$ cat config.mk
export PLATFORM = sky130hd
export DESIGN_NAME = ccc_pll_sequencer
export DESIGN_NICKNAME = d
export VERILOG_FILES = /design/src/rtl/ccc_pll_sequencer.sv
export SDC_FILE = /design/constraint.sdc
export NUM_CORES = 1
export LEC_CHECK = 0
export ABC_CLOCK_PERIOD_IN_PS = 3900
export CAP_MARGIN = 20
export CORE_MARGIN = 2
export CORE_UTILIZATION = 55
export DETAILED_ROUTE_END_ITERATION = 8
export GPL_TIMING_DRIVEN = 0
export PLACE_DENSITY = 0.75
export SYNTH_ARGS = -nofsm -noshare
export SYNTH_HDL_FRONTEND = slang
export SYNTH_SLANG_ARGS = --single-unit
$ cat constraint.sdc
create_clock -name RCOSC_25_50MHZ -period 3.9 [get_ports RCOSC_25_50MHZ]
set_input_delay 0.585 -clock RCOSC_25_50MHZ [delete_from_list [all_inputs] [get_ports RCOSC_25_50MHZ]]
set_output_delay 0.585 -clock RCOSC_25_50MHZ [all_outputs]
set_load 0.01 [all_outputs]
$ cat src/rtl/ccc_pll_sequencer.sv
`default_nettype none
// ============================================================================
// ccc_pll_sequencer : CCC/PLL power-up, reset, lock-qualify and retry
// sequencer with FlashFreeze handshake and clock-ready gating.
// Revision 1.0
// ============================================================================
module ccc_pll_sequencer #(
    parameter int PD_CYCLES           = 4,
    parameter int ARST_CYCLES         = 8,
    parameter int LOCK_FILTER_CYCLES  = 16,
    parameter int LOCK_TIMEOUT_CYCLES = 64,
    parameter int MAX_RETRIES         = 3,
    parameter int DRAIN_CYCLES        = 4
) (
    input  logic                             RCOSC_25_50MHZ,
    input  logic                             RESET_N,
    input  logic                             LOCK,
    input  logic                             FF_REQ,
    output logic                             PLL_POWERDOWN_N,
    output logic                             PLL_ARST_N,
    output logic                             CLK_READY,
    output logic                             FABRIC_RESET_N,
    output logic                             FF_ACK,
    output logic                             FAULT,
    output logic [$clog2(MAX_RETRIES+1)-1:0] RETRY_CNT
);

    localparam int RW      = $clog2(MAX_RETRIES + 1);
    localparam int MAX_A   = (PD_CYCLES > ARST_CYCLES) ? PD_CYCLES : ARST_CYCLES;
    localparam int MAX_B   = (LOCK_TIMEOUT_CYCLES > DRAIN_CYCLES) ? LOCK_TIMEOUT_CYCLES : DRAIN_CYCLES;
    localparam int CNT_MAX = (MAX_A > MAX_B) ? MAX_A : MAX_B;
    localparam int CW      = $clog2(CNT_MAX + 1);
    localparam int FW      = $clog2(LOCK_FILTER_CYCLES + 1);

    localparam logic [CW-1:0] PD_LAST    = CW'(PD_CYCLES);
    localparam logic [CW-1:0] ARST_LAST  = CW'(ARST_CYCLES - 1);
    localparam logic [CW-1:0] TO_LAST    = CW'(LOCK_TIMEOUT_CYCLES - 1);
    localparam logic [CW-1:0] DRAIN_LAST = CW'(DRAIN_CYCLES - 1);
    localparam logic [CW-1:0] CNT_SAT    = CW'(CNT_MAX);
    localparam logic [FW-1:0] FILT_LAST  = FW'(LOCK_FILTER_CYCLES - 1);
    localparam logic [FW-1:0] FILT_SAT   = FW'(LOCK_FILTER_CYCLES);
    localparam logic [RW-1:0] RETRY_LAST = RW'(MAX_RETRIES - 1);
    localparam logic [RW-1:0] RETRY_FULL = RW'(MAX_RETRIES);

    typedef enum logic [2:0] {
        S_PD        = 3'd0,
        S_ARST      = 3'd1,
        S_WAIT_LOCK = 3'd2,
        S_RUN       = 3'd3,
        S_DRAIN     = 3'd4,
        S_FROZEN    = 3'd5,
        S_FAULT     = 3'd6
    } state_t;

    state_t          state;
    state_t          state_nxt;
    logic [CW-1:0]   cnt;
    logic [CW-1:0]   cnt_nxt;
    logic [FW-1:0]   filt;
    logic [FW-1:0]   filt_nxt;
    logic [RW-1:0]   retry_nxt;
    logic            lock_meta;
    logic            lock_s;
    logic            pd_n_nxt;
    logic            arst_n_nxt;
    logic            run_nxt;

    always_ff @(posedge RCOSC_25_50MHZ) begin
        if (!RESET_N) begin
            lock_meta <= 1'b0;
            lock_s    <= 1'b0;
        end else begin
            lock_meta <= LOCK;
            lock_s    <= lock_meta;
        end
    end

    always_comb begin
        state_nxt = state;
        cnt_nxt   = (cnt == CNT_SAT) ? cnt : cnt + CW'(1);
        filt_nxt  = '0;
        retry_nxt = RETRY_CNT;
        case (state)
            // One count longer than the others: from reset the hold is
            // measured from the first edge with RESET_N released.
            S_PD: begin
                if (cnt == PD_LAST) begin
                    state_nxt = S_ARST;
                    cnt_nxt   = '0;
                end
            end
            S_ARST: begin
                if (cnt == ARST_LAST) begin
                    state_nxt = S_WAIT_LOCK;
                    cnt_nxt   = '0;
                end
            end
            S_WAIT_LOCK: begin
                if (lock_s) begin
                    filt_nxt = (filt == FILT_SAT) ? filt : filt + FW'(1);
                end
                if (lock_s && (filt == FILT_LAST)) begin
                    state_nxt = S_RUN;
                    cnt_nxt   = '0;
                    filt_nxt  = '0;
                    retry_nxt = '0;
                end else if (cnt == TO_LAST) begin
                    cnt_nxt  = '0;
                    filt_nxt = '0;
                    if (RETRY_CNT == RETRY_LAST) begin
                        state_nxt = S_FAULT;
                        retry_nxt = RETRY_FULL;
                    end else begin
                        state_nxt = S_PD;
                        retry_nxt = RETRY_CNT + RW'(1);
                    end
                end
            end
            S_RUN: begin
                if (!lock_s) begin
                    state_nxt = S_ARST;
                    cnt_nxt   = '0;
                end else if (FF_REQ) begin
                    state_nxt = S_DRAIN;
                    cnt_nxt   = '0;
                end
            end
            S_DRAIN: begin
                if (cnt == DRAIN_LAST) begin
                    state_nxt = S_FROZEN;
                    cnt_nxt   = '0;
                end
            end
            S_FROZEN: begin
                if (!FF_REQ) begin
                    state_nxt = S_PD;
                    cnt_nxt   = '0;
                    retry_nxt = '0;
                end
            end
            S_FAULT: begin
                state_nxt = S_FAULT;
            end
            default: begin
                state_nxt = S_PD;
                cnt_nxt   = '0;
                retry_nxt = '0;
            end
        endcase
    end

    // Outputs are decoded from the next state so they move on the transition edge.
    always_comb begin
        pd_n_nxt   = (state_nxt == S_ARST) || (state_nxt == S_WAIT_LOCK) ||
                     (state_nxt == S_RUN)  || (state_nxt == S_DRAIN);
        arst_n_nxt = (state_nxt == S_WAIT_LOCK) || (state_nxt == S_RUN) ||
                     (state_nxt == S_DRAIN);
        run_nxt    = (state_nxt == S_RUN);
    end

    always_ff @(posedge RCOSC_25_50MHZ) begin
        if (!RESET_N) begin
            state           <= S_PD;
            cnt             <= '0;
            filt            <= '0;
            RETRY_CNT       <= '0;
            PLL_POWERDOWN_N <= 1'b0;
            PLL_ARST_N      <= 1'b0;
            CLK_READY       <= 1'b0;
            FABRIC_RESET_N  <= 1'b0;
            FF_ACK          <= 1'b0;
            FAULT           <= 1'b0;
        end else begin
            state           <= state_nxt;
            cnt             <= cnt_nxt;
            filt            <= filt_nxt;
            RETRY_CNT       <= retry_nxt;
            PLL_POWERDOWN_N <= pd_n_nxt;
            PLL_ARST_N      <= arst_n_nxt;
            CLK_READY       <= run_nxt;
            FABRIC_RESET_N  <= run_nxt;
            FF_ACK          <= (state_nxt == S_FROZEN);
            FAULT           <= (state_nxt == S_FAULT);
        end
    end

endmodule
`default_nettype wire

==> impl_metrics.toml, run 1 <==
[placement]
gp_congestion = 0.919
portBuffers = 11
dp_cells = 183
hpwl_um = 1870
placed_area_um2 = 1420
place_ws_ns = 1.49

[worst_setup_path]
cp_top_family = "simple AND/OR/NAND/NOR gates"
crit_required_ns = 4.11
path_cells = "ha_1 > and3_1 > ha_1 > a211oi_1 > a31oi_1 > nor3_2 > nand3_1 > mux2_1"
path_class = "reg2reg"
cpMaxStageDelayCell = "dfxtp_1"
cp_common_cell = "ha_1"
slowest_delay_ns = 0.36
path_buf_inv = 0
critPathMaxFanout = 5
cp.arrival_ns = 2.52
start_kind = "register"
cp-end-kind = "register"

[die]
die_y_um = 52.1
row_count = 17
ios = 12
dieWidth_um = 52.1
coreArea_um2 = 2190
fp.dieArea_um2 = 2710
start_util_pct = 58.0

[logic_synthesis]
synth_area_um2 = 1270
ys_warn_count = 0
synth_common_cells = "dfxtp_1, nor2_1, nand3_1"
synth_cell_types = 40
synth_seq_area_share_pct = 37.8
yosysTopAreaCellShare_pct = 37.8
avgSynthCellArea_um2 = 8.82
async_flop_share_pct = 0
yosysMostFrequentCell = "dfxtp_1"
synth_cells = 144
ys_ff_latch = 24
synthTopCellsByArea = "dfxtp_1, ha_1, nand3_1"
ys.flop_type = "dfxtp_1"
synth_nets = 154
synth_edf_count = 0
yosysTopAreaCell = "dfxtp_1"

[sta]
setup_ws_ns = 1.59
fin_crit_sh_pct = 59.2
setup_violations = 0
tightest_slew_ns = 0.684
rsz0062_at_grt = "false"
period_minus_slack_ns = 2.31
maxSlewHeadroom_pct = 54.1
slew_viol_final = 0
fin_skew_ns = 0.00141
final_hold_viol_count = 0
clock.fmax_ghz = 0.433
setup_tns_ns = 0

[clock_network]
clock_sinks = 24
cts_buffers = 3
clk_latency_ns = 0.31
holdBufCountCts = 0
cts_setup_buffers = 0
clockBufferDepth = 2
clk_pin_slew_worst_paths_ns = 0.13
clockRootBuffer = "clkbuf_4"
htree_levels = 1
cts_tree = "built"
ctsResizeCount = 0

[pwr]
leakage_uw = 0.000522
peakVddDrop_uv = 248
power.density_nw_per_um2 = 357

[layout]
drive_gt1_share_pct = 12.6
instances_no_fill = 187
diodes = 0
fin_area_um2 = 1470
syn_to_final_growth_pct = 15.6
final_nets = 170

[detailed_routing]
drt_iter0_drc = 28
vias_per_cell = 5.74
wl_um = 2500
wl_per_cell_um = 13.4
drc = 0
ant_nets = 0
vias = 1074
drt_first_pass_iters = 4

[grt]
grt_pass1_wl_um = 4340
antenna_found_initial = 0
grt-ovfl-total = 0
track_usage_pct = 21.5
grt_pass1_vias = 1019
grt_max_degree = 15

[hold_path]
hp-class = "reg2reg"

[outcome]
status = "completed"

[job]
cap_viol_max_count = 0
[layout by cell type (no fill, tap or decap), types with 3 or more instances in the layout]
| cell | netlist | routed |
|---|---|---|
| a21boi_0 | 3 | 3 |
| a21oi_1 | 4 | 4 |
| and2_1 | 3 | 3 |
| buf_2 | 3 | 3 |
| clkbuf_4 | 0 | 3 |
| clkdlybuf4s50_1 | 0 | 11 |
| dfxtp_1 | 24 | 24 |
| ha_1 | 6 | 6 |
| inv_1 | 9 | 9 |
| nand2_1 | 9 | 9 |
| nand2b_1 | 4 | 4 |
| nand3_1 | 11 | 11 |
| nand3b_1 | 3 | 3 |
| nor2_1 | 13 | 13 |
| nor2b_1 | 3 | 3 |
| nor3_1 | 8 | 8 |
| xnor2_1 | 3 | 3 |
| xor2_1 | 5 | 5 |
[cells by family after synthesis]
family / Yosys count / share of synthesized area [%]
flops: 24 / 37.8
compound gates: 25 / 14.7
xor+xnor: 8 / 5.52
buf+inv: 14 / 4.73
fa+ha+maj: 6 / 5.91
mux: 4 / 3.45
simple gates: 63 / 27.9
[flip-flops by register name, summed over array words and instances (netlist names)]
| name | cells |
|---|---|
| cnt | 7 |
| filt | 5 |
| state | 3 |
| RETRY_CNT | 2 |
| FABRIC_RESET_N | 1 |
| FAULT | 1 |
| FF_ACK | 1 |
| PLL_ARST_N | 1 |
| PLL_POWERDOWN_N | 1 |
| lock_meta | 1 |
| lock_s | 1 |
[report_power, final]
group / internal (µW) / switching (µW)
registers: 255 / 8.17
clock network: 104 / 72.9
logic: 39.4 / 45.2
total: 398 / 126
[final timing paths]
kind | end | slack (ns) | cells after the start | startpoint
setup reg to reg | PLL_POWERDOWN_N$_SDFF_PN0_ | 1.59 | 8 | filt[0]$_SDFFE_PP0P_
hold reg to reg | lock_s$_SDFF_PN0_ | 0.45 | 1 | lock_meta$_SDFF_PN0_
setup / recovery | PLL_POWERDOWN_N$_SDFF_PN0_ | 1.59 | 8 | filt[0]$_SDFFE_PP0P_
hold / removal | lock_s$_SDFF_PN0_ | 0.45 | 1 | lock_meta$_SDFF_PN0_
[routing by layer]
metal | vias to the layer above | track usage (%) | part of all wire, %
met5 | - | 0 | 0
met3 | 8 | 3.45 | 4.6
met4 | 0 | 11.8 | 2.4
met2 | 37 | 34.8 | 48
li1 | 540 | - | -
met1 | 489 | 27.0 | 45
[through the flow]
step / util (%) / hold slack, ns / total power [µW]
final: 67.0 / 0.450 / 524
after global routing: 67.0 / 0.457 / 550
after CTS: 67.0 / 0.452 / 528
after detailed placement: 64.6 / 0.422 / 352
after global placement: 64.6 / 0.416 / 349
after floorplan: - / 0.412 / 328
[layout make-up]
type / instances / area (µm²)
Clock buffer: 3 / 22.5
Timing Repair Buffer: 11 / 110
Multi-Input combinational cell: 106 / 729
Tap cell: 28 / 35.0
Buffer: 5 / 26.3
Sequential cell: 24 / 480
Clock inverter: 1 / 30.0
Fill cell: 182 / 723
Inverter: 9 / 33.8
(Power assumes the default switching activity.)
==> inputs of run 2 (changes only) <==
- ABC_CLOCK_PERIOD_IN_PS: 3900 -> 2330
- clock period: 3.9 -> 2.33 ns (I/O delays scaled with it)
==> impl_metrics.toml, run 2 (synthesized netlist as in run 1, its figures left out) <==
[outcome]
status = "completed"

[clock_network]
cts_tree = "built"
clk_latency_ns = 0.31
clockRootBuffer = "clkbuf_4"
holdBufCountCts = 0
cts_buffers = 3
htree_levels = 1
clockBufferDepth = 2
clock_sinks = 24
clk_pin_slew_worst_paths_ns = 0.13

[die]
coreArea_um2 = 2190
die_y_um = 52.1
fp.dieArea_um2 = 2710
row_count = 17
start_util_pct = 58.0
dieWidth_um = 52.1
ios = 12

[layout]
top_regs = "cnt: 7 flops, filt: 5 flops, state: 3 flops"
largest_register_ffs = 7
top_register = "cnt"
final_cell_mix = "dfxtp_1, nor2_1, nand3_1, clkdlybuf4s50_1"
layout_commonest_cell = "dfxtp_1"
fin_area_um2 = 1490
drive_gt1_share_pct = 14.4
final_nets = 171
utilization_pct = 68.1
multi_input_area_um2 = 746
syn_to_final_growth_pct = 17.4
nFillCells = 180
diodes = 0
seq_area_um2 = 480

[pwr]
clockPowerShare_pct = 33.8
power.density_nw_per_um2 = 591
seqPwrFrac_pct = 50.0
power_switching_uw = 215
p_total_uw = 881
p_int_uw = 666
peakVddDrop_uv = 414
leakage_uw = 0.000526
power_frac_comb_pct = 16.2
swShare_pct = 24.4

[grt]
grt-ovfl-total = 0
antenna_found_initial = 0
grt_pass1_vias = 1019
grt_max_degree = 15
grt_pass1_wl_um = 4340
track_usage_pct = 21.5

[hold_path]
holdPathStages = 1
whs_endpoint = "lock_s$_SDFF_PN0_"
holdCritStartpoint = "lock_meta$_SDFF_PN0_"
hp-class = "reg2reg"

[worst_setup_path]
r2r-start = "filt[0]$_SDFFE_PP0P_"
cpMaxStageDelayCell = "a221o_2"
path_cells = "ha_1 > and3_1 > ha_2 > a21oi_1 > a31o_2 > a221o_2 > nand3_1 > mux2_1"
critPathMaxFanout = 3
cp.arrival_ns = 2.45
slowest_delay_ns = 0.42
path_class = "reg2reg"
start_kind = "register"
crit_required_ns = 2.55
cp-end-kind = "register"
reg2reg_to = "PLL_POWERDOWN_N$_SDFF_PN0_"
ff2ff_setup_slack_ns = 0.1
r2r_cells = 8

[sta]
setup_violations = 0
rsz0062_at_grt = "false"
period_minus_slack_ns = 2.23
tightest_slew_ns = 0.524
final_hold_viol_count = 0
clock.fmax_ghz = 0.448
fin_skew_ns = 0.00547
maxSlewHeadroom_pct = 64.8
setup_tns_ns = 0
fin_crit_sh_pct = 95.8
slew_viol_final = 0

[detailed_routing]
wl_per_cell_um = 13.8
drt_iter0_drc = 41
ant_nets = 0
vias_per_cell = 5.77
vias = 1085
drc = 0
wl_um = 2590
drt_first_pass_iters = 4

[placement]
hpwl_um = 1870
placed_area_um2 = 1420
portBuffers = 11
gp_congestion = 0.919

[job]
cap_viol_max_count = 0
run 2: repair_timing:
| action | CTS | global route |
|---|---|---|
| gates resized for setup | 0 | 3 |
| buffers inserted | 0 | 1 |
| endpoints found under the setup margin | 0 | 2 |
run 2: worst max path at each step:
stage                         start                          to  slack (ns)  cells past startpoint
2_1_floorplan  filt[1]$_SDFFE_PP0P_  PLL_POWERDOWN_N$_SDFF_PN0_        0.29                      8
3_3_place_gp   filt[0]$_SDFFE_PP0P_  PLL_POWERDOWN_N$_SDFF_PN0_        0.14                      7
3_5_place_dp   filt[0]$_SDFFE_PP0P_  PLL_POWERDOWN_N$_SDFF_PN0_        0.02                      8
4_1_cts        filt[0]$_SDFFE_PP0P_  PLL_POWERDOWN_N$_SDFF_PN0_       0.007                      8
5_1_grt        filt[1]$_SDFFE_PP0P_  PLL_POWERDOWN_N$_SDFF_PN0_       0.006                      8
6_report       filt[0]$_SDFFE_PP0P_  PLL_POWERDOWN_N$_SDFF_PN0_         0.1                      8
run 2: worst max-delay path, delay by kind of cell (launching register included):
| kind | cells | cell delay [ns] |
|---|---|---|
| AOI/OAI and AO/OA | 3 | 0.71 |
| adders and majority gates | 2 | 0.42 |
| DFF | 1 | 0.39 |
| muxes | 1 | 0.33 |
| and+or+nand+nor | 2 | 0.28 |
run 2: final cells by class:
cell class,instances,share of cell area (%)
multi-input cells,106,50.0
plain buffers,5,1.76
clock buffers,3,1.51
well taps,28,2.35
flip-flops and latches,24,32.2
clock inverters,1,2.01
repair buffers,12,7.89
inverters,9,2.27
run 2: layer usage:
metal	vias to the layer above	track usage, %	wire, µm
met1	499	27.0	1160
li1	541	-	-
met3	8	3.45	128
met4	0	11.8	62
met2	37	34.8	1230
met5	-	0	0
run 2: power groups by stage:
stage / Clock (µW) / Sequential, µW / Combinational [µW]
floorplan: 0 / 447 / 102
global placement: 0 / 448 / 136
detailed placement: 0 / 449 / 140
global route: 318 / 443 / 160
CTS: 303 / 439 / 141
finish: 298 / 440 / 143
run 2: metrics by stage:
step           cells  worst slack [ns]  hold slack, ns
3_5_place_dp     183            0.0205           0.422
3_3_place_gp     183             0.143           0.416
2_1_floorplan    144             0.294           0.412
6_report         188            0.0988           0.451
4_1_cts          187           0.00691           0.452
5_1_grt          188           0.00558           0.457
==> inputs of run 3 (changes only) <==
- SKIP_LAST_GASP: default -> 1
==> results of run 3 <==
The final DEF is identical to that of run 2; final timing and power are the same.
==> RTL edit 1: new RTL, config.mk and constraints of run 2 <==
Change the parameter `LOCK_FILTER_CYCLES` from 16 to 32.
--- a/src/rtl/ccc_pll_sequencer.sv
+++ b/src/rtl/ccc_pll_sequencer.sv
@@ -7,7 +7,7 @@
 module ccc_pll_sequencer #(
     parameter int PD_CYCLES           = 4,
     parameter int ARST_CYCLES         = 8,
-    parameter int LOCK_FILTER_CYCLES  = 16,
+    parameter int LOCK_FILTER_CYCLES  = 32,
     parameter int LOCK_TIMEOUT_CYCLES = 64,
     parameter int MAX_RETRIES         = 3,
     parameter int DRAIN_CYCLES        = 4
Behaviour: same outputs for any inputs over 10 cycles, from zero or initial values and one cycle with RESET_N low; that may be too few to reach the edited logic, so the function may still have changed.
==> RTL edit 1 against run 2 <==
  * Wire length down 8.4%
  * Sequential cell count is 1 higher
  * Utilization decreased by 1.2 points
  * Hold slack improved by 0.0044 ns
  * Sequential power grew 3%
  * Cell count is 2.1% higher
  * First-iteration DRC count decreased by 34%
  * Setup slack improved by 0.11 ns
  * Final area increased by 0.17%
  * Maximum frequency increased by 5.1%
  * Power down 19%
  * Area after synthesis increased by 4.1%
  * Largest power group unchanged
==> RTL edit 1: results <==
[run_status]
outcome = "complete, no violations"

[yosys]
ys_top_cells_by_count = "25 x dfxtp_1, 20 x nor2_1, 10 x inv_1, 10 x nand2_1, 8 x nand3_1"
synth_fp_nets = 158
synth_area_leaders = "dfxtp_1 38%, nor2_1 5.7%, ha_1 4.7%, xnor2_1 3.3%, nand3_1 3.0%"
synth_seq_area_share = 0.378
async_flop_share = 0
synth.distinct_cells = 46
ys.warnings.count = 0

[min_path]
hold_depth = 1
hold_path_startpoint = "lock_meta"
hold_path.class = "reg -> reg"

[setup_path]
r2r_start = "filt[1]"
critPathKind = "reg -> reg"
r2r_cells = 7
crit_fanout = 5
arrival_ns = 2.37

[clock_network]
post-cts-setup-buffers = 0
insertion_delay_ns = 0.32
clockBufferDepth = 2
cts_buffers = 3
htree_num_levels = 1
cts.reportedPaths.clkPinSlew_ns = 0.13
cts_resized = 0

[timing]
clock_skew_ns = 0.0113
tightestPinTransition_ns = 0.820
maxSlewViolCount = 0

[global_route]
grt_start_max_net_pins = 14
grt_first_pass_wirelength_um = 4180
antenna_found_initial = 0
grt_pass1_vias = 1004
globalRouteTotalUtil = 0.203

[power]
irDropWorstVdd_mv = 0.350
p_leak_uw = 0.000573
p_int_uw = 540

[drt]
wl_um = 2370
viasPerCell = 5.35
drtPass1Iterations = 5
drt_iter0_markers = 27

[finish]
reg_top3 = "cnt x7, filt x6, state x3"
final_nets = 174
antennaDiodeCount = 0
layout-drive-gt1-share = 0.116

[placed_design]
dpl.hpwl_um = 1790
gp_congestion = 0.850
portBuffers = 11
==> RTL edit 1: critical path, cell delays in order, from the launching register on <==
cell	delay, ns
dfxtp_1	0.36
ha_1	0.23
and4b_1	0.22
and4_1	0.20
o21ai_0	0.24
o211ai_1	0.25
or3_1	0.42
a21boi_1	0.15
==> RTL edit 1: cell families (layout without fill, tap and decap cells) <==
logic type / count (synthesis) / count (layout) / synth area share
AND/OR/NAND/NOR: 71 / 71 / 0.312
adder cells (fa/ha/maj): 5 / 5 / 0.0473
flip-flops: 25 / 25 / 0.378
XOR/XNOR: 9 / 9 / 0.0596
buffers and inverters: 14 / 29 / 0.0445
multiplexers: 4 / 4 / 0.0312
AO/OA/AOI/OAI: 21 / 21 / 0.127
==> RTL edit 1: path summary, 6_finish.rpt <==
kind	end	slack, ns
hold / removal	lock_s	0.45
setup reg to reg	PLL_POWERDOWN_N	0.21
setup / recovery	PLL_POWERDOWN_N	0.21
hold reg to reg	lock_s	0.45
==> RTL edit 1: final cells by class <==
| cell class | count | area, µm² |
|---|---|---|
| Fill cell | 193 | 739 |
| Timing Repair Buffer | 11 | 110 |
| Tap cell | 28 | 35.0 |
| Inverter | 10 | 37.5 |
| Multi-Input combinational cell | 110 | 763 |
| Clock buffer | 4 | 26.3 |
| Buffer | 4 | 21.3 |
| Sequential cell | 25 | 500 |
==> RTL edit 1: power by group through the flow <==
| stage | logic, µW | clock network, µW | registers [µW] |
|---|---|---|---|
| 2_1_floorplan | 52.2 | 0 | 458 |
| 3_3_place_gp | 71.1 | 0 | 460 |
| 3_5_place_dp | 73.3 | 0 | 461 |
| 4_1_cts | 73.8 | 198 | 451 |
| 5_1_grt | 83.1 | 216 | 454 |
| 6_report | 73.6 | 189 | 452 |
==> RTL edit 1: routing by layer <==
layer | up-vias | track usage | wire [µm]
li1 | 538 | - | -
met1 | 471 | 0.279 | 1190
met2 | 15 | 0.317 | 1100
met3 | 4 | 0.0282 | 59
met4 | 0 | 0.0897 | 25
met5 | - | 0 | 0
==> RTL edit 1: through the flow <==
step | cell area, µm² | utilization | total power [µW] | std cells | setup slack, ns
after floorplan | 1320 | - | 511 | 149 | 0.471
after global placement | 1470 | 0.657 | 531 | 188 | 0.193
after detailed placement | 1470 | 0.657 | 534 | 188 | 0.168
after CTS | 1490 | 0.669 | 723 | 192 | 0.249
after global routing | 1490 | 0.669 | 754 | 192 | 0.0690
final | 1490 | 0.669 | 715 | 192 | 0.207
==> RTL edit 2: new RTL, config.mk and constraints of run 2 <==
Without the edit above. Re-encode `state_t` (7 states) as one-hot, 7 bits wide.
--- a/src/rtl/ccc_pll_sequencer.sv
+++ b/src/rtl/ccc_pll_sequencer.sv
@@ -42,14 +42,14 @@
     localparam logic [RW-1:0] RETRY_LAST = RW'(MAX_RETRIES - 1);
     localparam logic [RW-1:0] RETRY_FULL = RW'(MAX_RETRIES);
 
-    typedef enum logic [2:0] {
-        S_PD        = 3'd0,
-        S_ARST      = 3'd1,
-        S_WAIT_LOCK = 3'd2,
-        S_RUN       = 3'd3,
-        S_DRAIN     = 3'd4,
-        S_FROZEN    = 3'd5,
-        S_FAULT     = 3'd6
+    typedef enum logic [6:0] {
+        S_PD        = 7'b0000001,
+        S_ARST      = 7'b0000010,
+        S_WAIT_LOCK = 7'b0000100,
+        S_RUN       = 7'b0001000,
+        S_DRAIN     = 7'b0010000,
+        S_FROZEN    = 7'b0100000,
+        S_FAULT     = 7'b1000000
     } state_t;
 
     state_t          state;
Formal check against the unedited RTL: no difference found for any inputs over 10 cycles, from zero or initial values and one cycle with RESET_N low; not proved beyond that.
==> RTL edit 2 against run 2 <==
  * Clock power down 18%
  * Sequential cell count increased by 4
  * Sequential power is 20% higher
  * Power is 18% higher
  * Setup slack lost 0.038 ns
  * Wire length increased by 21%
  * Non-clock buffer count is 4 higher
  * Area after synthesis is 19% higher
  * Final area up 16%
  * Highest routed layer unchanged
==> RTL edit 2: results <==
[run_status]
outcome = "complete, no violations"

[global_route]
grt_first_pass_wirelength_um = 5490
grtUsageMet2 = 0.349
use_met3 = 0.0323
grt_util_met1 = 0.274
grt_start_max_net_pins = 16
globalRouteTotalUtil = 0.214
grt_pass1_vias = 1265

[yosys]
synth_fp_nets = 183
ys_top_cells_by_count = "28 x dfxtp_1, 15 x nor2_1, 13 x nor3_1"
async_flop_share = 0
synth_seq_area_share = 0.370
syn_inst = 173
synth.distinct_cells = 48
synth_area_leaders = "dfxtp_1 37%, ha_1 5.0%, nor3_1 4.3%, nor2_1 3.7%, o21ai_0 3.0%"

[drt]
met2_wirelength_um = 1510
top_layer = "met4"
viasPerCell = 5.78
wl_um = 3140
dr_wl_met3_um = 103
drt_iter0_markers = 60
wl_met1_um = 1450

[setup_path]
r2r_cells = 6
arrival_ns = 2.51
r2r_start = "cnt[0]"
crit_fanout = 7
max_stage_delay_ns = 0.51
reg2reg_slack_ns = 0.06
r2r_end = "cnt[4]"

[placed_design]
portBuffers = 10
placed_area_um2 = 1650
gp_congestion = 0.907
dp_cells = 214

[min_path]
hold_path_end = "state[2]"
hold_depth = 2
hold_path.class = "in -> reg"

[power]
p_leak_uw = 0.000626
irDropWorstVdd_mv = 0.549

[timing]
holdWs_ns = 0.403
clock_skew_ns = 0.0139
relSlewSlack = 0.570

[finish]
layout-drive-gt1-share = 0.138
reg_top3 = "cnt x7, state x7, filt x5"
fillers = 239
final_nets = 200

[clock_network]
cts.reportedPaths.clkPinSlew_ns = 0.16
insertion_delay_ns = 0.34
==> RTL edit 2: cell count changes after synthesis, moves of 4 or more <==
cell,run 2,this run
a21oi_1,4,8
dfxtp_1,24,28
nand3_1,11,6
nor3_1,8,13
o21a_1,0,4
o21ai_0,2,9
==> RTL edit 2: where the power goes <==
part           switching, µW  internal [µW]  total, µW
Clock                    149           95.8        244
Sequential              22.0            506        528
Combinational            144            122        266
Total                    315            724       1040
==> RTL edit 2: through the flow <==
step | util | setup WS [ns]
after floorplan | - | 0.289
after global placement | 0.616 | 0.0780
after detailed placement | 0.616 | 0.0308
after CTS | 0.629 | 0.00666
after global routing | 0.642 | -0.102
final | 0.642 | 0.0605
==> RTL edit 2: layout make-up <==
| cell class | instances | area share |
|---|---|---|
| Buffer | 9 | 0.0363 |
| Clock buffer | 4 | 0.0210 |
| Inverter | 12 | 0.0261 |
| Multi-Input combinational cell | 124 | 0.502 |
| Sequential cell | 28 | 0.325 |
| Tap cell | 31 | 0.0225 |
| Timing Repair Buffer | 12 | 0.0668 |
==> RTL edit 2: what timing repair did <==
item,4_1_cts,5_1_grt
endpoints found under the setup margin,1,9
setup buffers,0,2
hold buffers,0,0
pin swaps,1,1
resized for setup,0,4
==> RTL edit 2: kinds of logic (layout without fill, tap and decap cells) <==
family	Yosys count	after routing	share of synthesized area
flops	28	28	0.370
buf+inv	21	37	0.0710
simple gates	72	72	0.285
mux	1	1	0.00661
fa+ha+maj	6	6	0.0495
compound gates	36	36	0.166
xor+xnor	9	9	0.0520
==> RTL edit 2: critical path: cells and delay by family (launching register included) <==
kind	cells	cell delay, ns
DFF	1	0.43
adders and majority gates	1	0.23
and+or+nand+nor	2	0.61
AOI/OAI and AO/OA	3	0.91
